## src/rtl/store_data_buffer_pkg.sv

```systemverilog
`default_nettype none
// ============================================================================
// Module      : Falco_pkg
// Description : Shared constants and types for the store data buffer:
//               entry count and index width, data/address widths, the
//               per-entry storage record and the drain state encoding.
// Revision    : 1.0 - initial release
// ============================================================================

package Falco_pkg;

    localparam int SDB_NUM   = 16;  // entry count, fixed by the 4-level picker
    localparam int SDB_WIDTH = 4;   // log2(SDB_NUM)
    localparam int XLEN      = 32;  // data width
    localparam int AW        = 30;  // word-address width (byte addr [31:2])
    localparam int BE_W      = XLEN / 8;

    typedef struct packed {
        logic            valid;
        logic [AW-1:0]   addr;
        logic [XLEN-1:0] data;
        logic [BE_W-1:0] be;
    } sdb_entry_t;

    typedef enum logic [0:0] {
        S_IDLE = 1'b0,
        S_REQ  = 1'b1
    } sdb_state_e;

endpackage

`default_nettype wire

```

## src/rtl/store_data_buffer_combine.sv

```systemverilog
`default_nettype none
// ============================================================================
// Module      : combine_data_unit
// Description : Picks the most recently allocated entry among those flagged
//               in a match vector. Entries are allocated in circular order,
//               so the newest one sits just below the allocation pointer.
// Ports       : match     - per-entry match flags
//               head      - allocation pointer (next slot to be written)
//               hit       - at least one entry matched
//               hit_index - index of the newest matching entry
// Revision    : 1.0 - initial release
// ============================================================================

module combine_data_unit
    import Falco_pkg::*;
(
    input  logic [SDB_NUM-1:0]   match,
    input  logic [SDB_WIDTH-1:0] head,
    output logic                 hit,
    output logic [SDB_WIDTH-1:0] hit_index
);

    // Match vector rotated so that position SDB_NUM-1 is the newest slot
    // (head-1) and position 0 is the oldest possible slot (head).
    logic [SDB_NUM-1:0]   rot;
    logic [SDB_WIDTH-1:0] src;
    logic                 node_v [SDB_NUM];
    logic [SDB_WIDTH-1:0] node_i [SDB_NUM];

    always_comb begin
        rot = '0;
        src = '0;
        for (int j = 0; j < SDB_NUM; j++) begin
            src    = head + SDB_WIDTH'(j);
            rot[j] = match[src];
        end

        for (int j = 0; j < SDB_NUM; j++) begin
            node_v[j] = rot[j];
            node_i[j] = SDB_WIDTH'(j);
        end

        // Binary tree, higher rotated position wins. Nodes are compacted in
        // place: node n of a level only reads nodes 2n/2n+1 of the previous
        // level, which are never already overwritten in the same level.
        for (int lvl = 0; lvl < SDB_WIDTH; lvl++) begin
            for (int n = 0; n < (SDB_NUM >> (lvl + 1)); n++) begin
                node_i[n] = node_v[2*n+1] ? node_i[2*n+1] : node_i[2*n];
                node_v[n] = node_v[2*n+1] | node_v[2*n];
            end
        end

        hit       = node_v[0];
        hit_index = head + node_i[0];
    end

endmodule

`default_nettype wire

```

## src/rtl/store_data_buffer.sv

```systemverilog
`default_nettype none
// ============================================================================
// Module      : store_data_buffer
// Description : Circular buffer of retired stores waiting for the D-side
//               memory write. Pushes merge over the newest older entry with
//               the same word address; entries drain in order, one per
//               memory handshake, with a bubble cycle between writes.
//               Optional store-to-load forwarding from the newest match.
// Config      : SDB_LOAD_FWD_EN - when defined, the load forwarding picker
//               and ld_fwd_* logic are built; otherwise ld_fwd_* are 0.
// Ports       : clk_i, rst_ni (sync, active-low)
//               push_*        - store commit interface (valid/ready)
//               ld_*          - load probe and forwarding result
//               mem_*         - memory write request / ack
//               empty_o, count_o - occupancy status
// Revision    : 1.0 - initial release
// ============================================================================

module store_data_buffer
    import Falco_pkg::*;
(
    input  logic                 clk_i,
    input  logic                 rst_ni,

    input  logic                 push_valid_i,
    output logic                 push_ready_o,
    input  logic [AW-1:0]        push_addr_i,
    input  logic [XLEN-1:0]      push_data_i,
    input  logic [BE_W-1:0]      push_be_i,

    input  logic [AW-1:0]        ld_addr_i,
    input  logic [BE_W-1:0]      ld_be_i,
    output logic                 ld_fwd_hit_o,
    output logic                 ld_fwd_full_o,
    output logic [XLEN-1:0]      ld_fwd_data_o,

    output logic                 mem_req_o,
    output logic [AW-1:0]        mem_addr_o,
    output logic [XLEN-1:0]      mem_data_o,
    output logic [BE_W-1:0]      mem_be_o,
    input  logic                 mem_ack_i,

    output logic                 empty_o,
    output logic [SDB_WIDTH:0]   count_o
);

    sdb_entry_t           entries [SDB_NUM];
    logic [SDB_WIDTH-1:0] push_head;
    logic [SDB_WIDTH-1:0] pop_head;
    logic [SDB_WIDTH:0]   count;
    logic [SDB_WIDTH:0]   count_next;
    sdb_state_e           state;
    sdb_state_e           state_next;

    logic [AW-1:0]        req_addr;
    logic [XLEN-1:0]      req_data;
    logic [BE_W-1:0]      req_be;

    logic                 push_fire;
    logic                 pop_fire;

    // ------------------------------------------------------------------
    // Handshakes. Ready comes from the registered count only, so a pop in
    // the same cycle never frees a slot for that cycle's push.
    // ------------------------------------------------------------------
    assign push_ready_o = (count != (SDB_WIDTH+1)'(SDB_NUM));
    assign push_fire    = push_valid_i & push_ready_o;
    assign pop_fire     = (state == S_REQ) & mem_ack_i;

    // ------------------------------------------------------------------
    // Push-side merge
    // ------------------------------------------------------------------
    logic [SDB_NUM-1:0]   push_match;
    logic                 push_hit;
    logic [SDB_WIDTH-1:0] push_hit_index;
    sdb_entry_t           merge_src;
    sdb_entry_t           new_entry;

    always_comb begin
        for (int i = 0; i < SDB_NUM; i++) begin
            push_match[i] = entries[i].valid && (entries[i].addr == push_addr_i);
        end
    end

    combine_data_unit u_push_pick (
        .match     (push_match),
        .head      (push_head),
        .hit       (push_hit),
        .hit_index (push_hit_index)
    );

    // Reads storage before this edge's pop clears a valid bit, so merging
    // over an entry that is being acked in the same cycle is safe.
    always_comb begin
        merge_src       = entries[push_hit_index];
        new_entry       = '0;
        new_entry.valid = 1'b1;
        new_entry.addr  = push_addr_i;
        for (int k = 0; k < BE_W; k++) begin
            if (push_be_i[k]) begin
                new_entry.data[8*k +: 8] = push_data_i[8*k +: 8];
            end else if (push_hit) begin
                new_entry.data[8*k +: 8] = merge_src.data[8*k +: 8];
            end else begin
                new_entry.data[8*k +: 8] = 8'h00;
            end
        end
        new_entry.be = push_be_i | (push_hit ? merge_src.be : '0);
    end

    // ------------------------------------------------------------------
    // Storage. A push never targets pop_head while that entry is live
    // (that would need a full buffer), so the two writes cannot collide.
    // ------------------------------------------------------------------
    always_ff @(posedge clk_i) begin
        if (!rst_ni) begin
            for (int i = 0; i < SDB_NUM; i++) begin
                entries[i] <= '0;
            end
        end else begin
            if (pop_fire) begin
                entries[pop_head].valid <= 1'b0;
            end
            if (push_fire) begin
                entries[push_head] <= new_entry;
            end
        end
    end

    // ------------------------------------------------------------------
    // Pointers and occupancy
    // ------------------------------------------------------------------
    always_comb begin
        count_next = count;
        case ({push_fire, pop_fire})
            2'b10:   count_next = count + 1'b1;
            2'b01:   count_next = count - 1'b1;
            default: count_next = count;
        endcase
    end

    always_ff @(posedge clk_i) begin
        if (!rst_ni) begin
            push_head <= '0;
            pop_head  <= '0;
            count     <= '0;
        end else begin
            if (push_fire) begin
                push_head <= push_head + 1'b1;
            end
            if (pop_fire) begin
                pop_head <= pop_head + 1'b1;
            end
            count <= count_next;
        end
    end

    assign empty_o = (count == '0);
    assign count_o = count;

    // ------------------------------------------------------------------
    // Drain FSM: state register / next state / outputs
    // ------------------------------------------------------------------
    always_ff @(posedge clk_i) begin
        if (!rst_ni) begin
            state <= S_IDLE;
        end else begin
            state <= state_next;
        end
    end

    always_comb begin
        state_next = state;
        case (state)
            S_IDLE:  if (count != '0) state_next = S_REQ;
            S_REQ:   if (mem_ack_i)   state_next = S_IDLE;
            default: state_next = S_IDLE;
        endcase
    end

    always_comb begin
        mem_req_o = (state == S_REQ);
    end

    // The head entry is captured while idle and held for the whole request;
    // the entry itself cannot change while live, so the capture is exact.
    always_ff @(posedge clk_i) begin
        if (!rst_ni) begin
            req_addr <= '0;
            req_data <= '0;
            req_be   <= '0;
        end else if (state == S_IDLE) begin
            req_addr <= entries[pop_head].addr;
            req_data <= entries[pop_head].data;
            req_be   <= entries[pop_head].be;
        end
    end

    assign mem_addr_o = req_addr;
    assign mem_data_o = req_data;
    assign mem_be_o   = req_be;

    // ------------------------------------------------------------------
    // Store-to-load forwarding
    // ------------------------------------------------------------------
`ifdef SDB_LOAD_FWD_EN
    logic [SDB_NUM-1:0]   ld_match;
    logic                 ld_hit;
    logic [SDB_WIDTH-1:0] ld_hit_index;
    sdb_entry_t           ld_src;

    always_comb begin
        for (int i = 0; i < SDB_NUM; i++) begin
            ld_match[i] = entries[i].valid && (entries[i].addr == ld_addr_i);
        end
    end

    combine_data_unit u_ld_pick (
        .match     (ld_match),
        .head      (push_head),
        .hit       (ld_hit),
        .hit_index (ld_hit_index)
    );

    always_comb begin
        ld_src        = entries[ld_hit_index];
        ld_fwd_hit_o  = ld_hit;
        ld_fwd_data_o = ld_hit ? ld_src.data : '0;
        ld_fwd_full_o = ld_hit && ((ld_src.be & ld_be_i) == ld_be_i);
    end
`else
    logic unused_ld;
    assign unused_ld     = ^{ld_addr_i, ld_be_i};
    assign ld_fwd_hit_o  = 1'b0;
    assign ld_fwd_full_o = 1'b0;
    assign ld_fwd_data_o = '0;
`endif

endmodule

`default_nettype wire

```

## config.mk

```make
export PLATFORM = sky130hd
export DESIGN_NAME = store_data_buffer
export DESIGN_NICKNAME = d
export VERILOG_FILES = /design/src/rtl/store_data_buffer_pkg.sv /design/src/rtl/store_data_buffer_combine.sv /design/src/rtl/store_data_buffer.sv
export SDC_FILE = /design/constraint.sdc
export NUM_CORES = 2
export LEC_CHECK = 0
export ABC_AREA = 1
export BUFFER_PORTS_ARGS = -buffer_cell sky130_fd_sc_hd__buf_2
export CORE_ASPECT_RATIO = 1.5
export CORE_MARGIN = 2
export CORE_UTILIZATION = 53
export CTS_BUF_LIST = sky130_fd_sc_hd__clkbuf_4
export CTS_CLUSTER_DIAMETER = 150
export DETAILED_ROUTE_END_ITERATION = 7
export PLACE_DENSITY = 0.73
export SLEW_MARGIN = 20
export SYNTH_ARGS = -nofsm -noshare
export SYNTH_HDL_FRONTEND = slang
export SYNTH_HIERARCHICAL = 1
export SYNTH_SLANG_ARGS = --single-unit
```

## constraint.sdc

```tcl
create_clock -name clk_i -period 4.4 [get_ports clk_i]
set_input_delay 0.44 -clock clk_i [delete_from_list [all_inputs] [get_ports clk_i]]
set_output_delay 0.44 -clock clk_i [all_outputs]
set_load 0.02 [all_outputs]
```

==> results.txt <==
Warnings, synthesis: 6
DP Wirelength: 190,900 um
First-pass GRT wire length: 436,700 um
Peak Freq: 198.7 MHz
CP endpoint kind: flip-flop
Critical Path Fanout Max: 14
CP required: 5610 ps
Tightest Pin Transition: 1182 ps
Largest net degree at the start of global routing: 156
Number of global-route vias before repair: 65.77k
EDFF count, synth: 1,056
Tmin final: 5034 ps
Core area: 124,900 um^2
GPL Wtd Cong: 1.081
GRT Util Overall: 47.24%
Mean Syn Cell Area: 8.161 um^2
RSZ-0062 raised after global routing: true
Synth Register Bits: 1,152
Fin cells: 10.75k
Post-route DRC: 0
Final period utilization: 114.4%
DR WL/cell: 28.85 um
Fraction of registers with async set/reset: 0%
Netlist Area Pre-Place: 66,620 um^2
Via density: 6.373
Iteration-0 DRC Markers: 9,489
Overall power: 43.07 mW
# nets final: 9,037
Pleak: 34.17 nW
Final number of hold-violating endpoints: 0
Sink Count: 1,152
Adder-cell share of the synthesized area: 0.4921%
Synthesized netlist cell count: 8,163
H-tree depth: 5
Seq/Total Area, Yosys: 50.49%
DR pass1 iterations: 7
Setup ws final: -633.5 ps
Pwr Density: 529.6 nW/um^2
Slew HR: 20.38%
Die width: 293.5 um
DRT Wirelength: 310,100 um
Rows: 159
Synth Area in Simple Gates: 21.34%
Crit path DAT: 6250 ps
IO Count: 212
Number of routed nets with antenna violations: 0
Grt total ovfl: 0
Initial antenna violation count: 14
Crit-path most repeated cell: nand2_1
Ys flop type: edfxtp_1
Share of cells above drive strength 1: 22.17%
Hold/Removal Path Class: in -> reg
IR drop worst, VDD: 0.4815 mV
Initial Util: 53.32%
DR vias: 68.51k
Startpoint Class: input port
Start-to-end type of the worst setup path: in -> reg
CTS Buf Count: 305
TritonCTS clock tree: done
Setup Skew: 128.2 ps
Pins Over Slew Limit: 0
Die height: 438.2 um
Area growth syn-to-layout: 22.08%
Post-synthesis xor/xnor area fraction: 2.667%
Worst-skew pair later-pin latency: 1410 ps
Clock Root Buffer: clkbuf_4
Combinational family with the most area after synthesis: simple AND/OR/NAND/NOR gates
Setup violations, final: 576
Status: finished with violations
Setup tns final: -298,510 ps
Post-synthesis mux area share: 0%
Distinct cells, synth: 46
Clock buffer depth: 4
Violated checks: setup timing
Clock slew at reported path FFs: 70 ps
Max Cap Viol: 0
Die area: 128,600 um^2
Complex-gate fraction of the synthesized area: 15.85%
Slowest-stage cell, CP: dlygate4sd3_1
Dpl cells: 10.08k
Max incr delay on CP: 810 ps
Port Buffers: 143
[layout make-up]
class                           count  area (um^2)
Inverter                          669         2591
Multi-Input combinational cell   5681        29030
Clock inverter                     82        379.1
Clock buffer                      444         3333
Tap cell                         1610         2014
Antenna cell                       13        32.53
Timing Repair Buffer             1099        10310
Fill cell                       10402        43610
Sequential cell                  1152        33640
[path summary, 6_finish.rpt]
path | to | startpoint | slack, ps | cells past startpoint
setup / recovery | entries[6][35]$_SDFFCE_PN0P_ | push_addr_i[25] | -630 | 35
setup reg to reg | entries[6][35]$_SDFFCE_PN0P_ | entries[15][62]$_SDFFCE_PN0P_ | -550 | 32
hold / removal | entries[10][27]$_SDFFCE_PN0P_ | push_be_i[2] | 90 | 3
hold reg to reg | entries[12][66]$_SDFFE_PP1P_ | entries[12][66]$_SDFFE_PP1P_ | 470 | 2
[layer usage]
metal,track usage [%],share of wire [%]
met1,50.19,30
met2,72.95,44
met3,14.52,13
met4,48.03,13
met5,0,0.033
[cells in the mapped netlist (35+ instances only)]
| cell type | number | area, um^2 |
|---|---|---|
| nand4_1 | 50 | 312.8 |
| a21oi_1 | 829 | 4149 |
| nand2_1 | 1516 | 5690 |
| nand2_2 | 35 | 219.0 |
| inv_1 | 639 | 2399 |
| o21ai_0 | 728 | 3643 |
| o21ai_1 | 50 | 250.2 |
| o22ai_1 | 175 | 1095 |
| nand3_1 | 668 | 3343 |
| xor2_1 | 46 | 402.9 |
| buf_1 | 58 | 217.7 |
| xnor2_1 | 155 | 1358 |
| edfxtp_1 | 1056 | 31710 |
| clkbuf_1 | 300 | 1126 |
| buf_2 | 223 | 1116 |
| dfxtp_1 | 96 | 1922 |
| a21oi_2 | 123 | 1077 |
| nor2_1 | 1152 | 4324 |
| buf_4 | 76 | 570.6 |
| buf_6 | 49 | 551.8 |
[through the flow]
step	hold WS [ps]	util (%)	worst slack [ps]	cell area (um^2)
CTS	19.13	64.11	-341.9	80100
finish	88.66	65.09	-633.5	81330
global placement	459.8	59.33	-1310	74130
floorplan	443.3	-	6.871	66750
global route	69.46	65.09	-718.1	81320
detailed placement	463.7	59.33	-1302	74130
[worst max-delay path, delay by kind of cell]
family | cells | cell delay (ps)
buffers and inverters | 11 | 2550
AND/OR/NAND/NOR | 19 | 2150
adder cells (fa/ha/maj) | 2 | 730
AO/OA/AOI/OAI | 3 | 320
[repair_timing]
item / CTS / global route
pin swaps: 81 / 101
endpoints found under the hold margin: 1074 / 0
hold buffers: 79 / 0
endpoints found under the setup margin: 576 / 576
setup buffers: 25 / 11
gates resized for setup: 239 / 240
gates cloned: 18 / 9
[sequential cells by signal (all words and copies together) (netlist names)]
register	count
mem_data_o	32
entries	1072
push_head	4
count_o	5
mem_req_o	1
pop_head	4
mem_addr_o	30
mem_be_o	4
[report_power, final]
| part | switching [mW] | internal (mW) |
|---|---|---|
| sequential | 0.412 | 12.6 |
| combinational | 13.2 | 7.38 |
| clock | 4.78 | 4.74 |
[cells in the final DEF, fill, tap and decap left out, types with 8 or more instances in the layout]
cell type	Yosys	final
inv_2	10	16
nor2_1	1152	1106
nor3_1	8	8
nand3_4	0	20
nand2_4	0	62
edfxtp_1	1056	1056
buf_2	223	142
ha_1	23	22
or2_2	11	10
nor2_4	3	21
conb_1	1	34
nand2_8	0	8
clkinv_2	0	11
clkinv_1	18	79
o21ai_1	50	54
a21oi_2	123	189
buf_12	0	138
xnor2_1	155	153
buf_16	0	14
diode_2	0	13
buf_6	49	21
nand4_1	50	50
nand3_2	4	81
nand2_1	1516	1431
a22o_1	23	23
o22ai_1	175	171
dfxtp_1	96	94
nand2_2	35	61
inv_1	639	632
nor2_2	3	31
nand3_1	668	572
clkbuf_4	0	444
xor2_1	46	45
dlygate4sd3_1	0	79
a21oi_1	829	762
buf_4	76	694
o21ai_2	0	9
o21ai_0	728	715
[cell families (layout without fill, tap and decap cells)]
logic type               after synthesis  after routing
buffers and inverters               1375           2294
flip-flops                          1152           1152
XOR/XNOR                             202            202
AND/OR/NAND/NOR                     3462           3474
other                                  1             47
AO/OA/AOI/OAI                       1946           1946
adder cells (fa/ha/maj)               25             25
No activity file was read; power rests on OpenSTA's default activity.
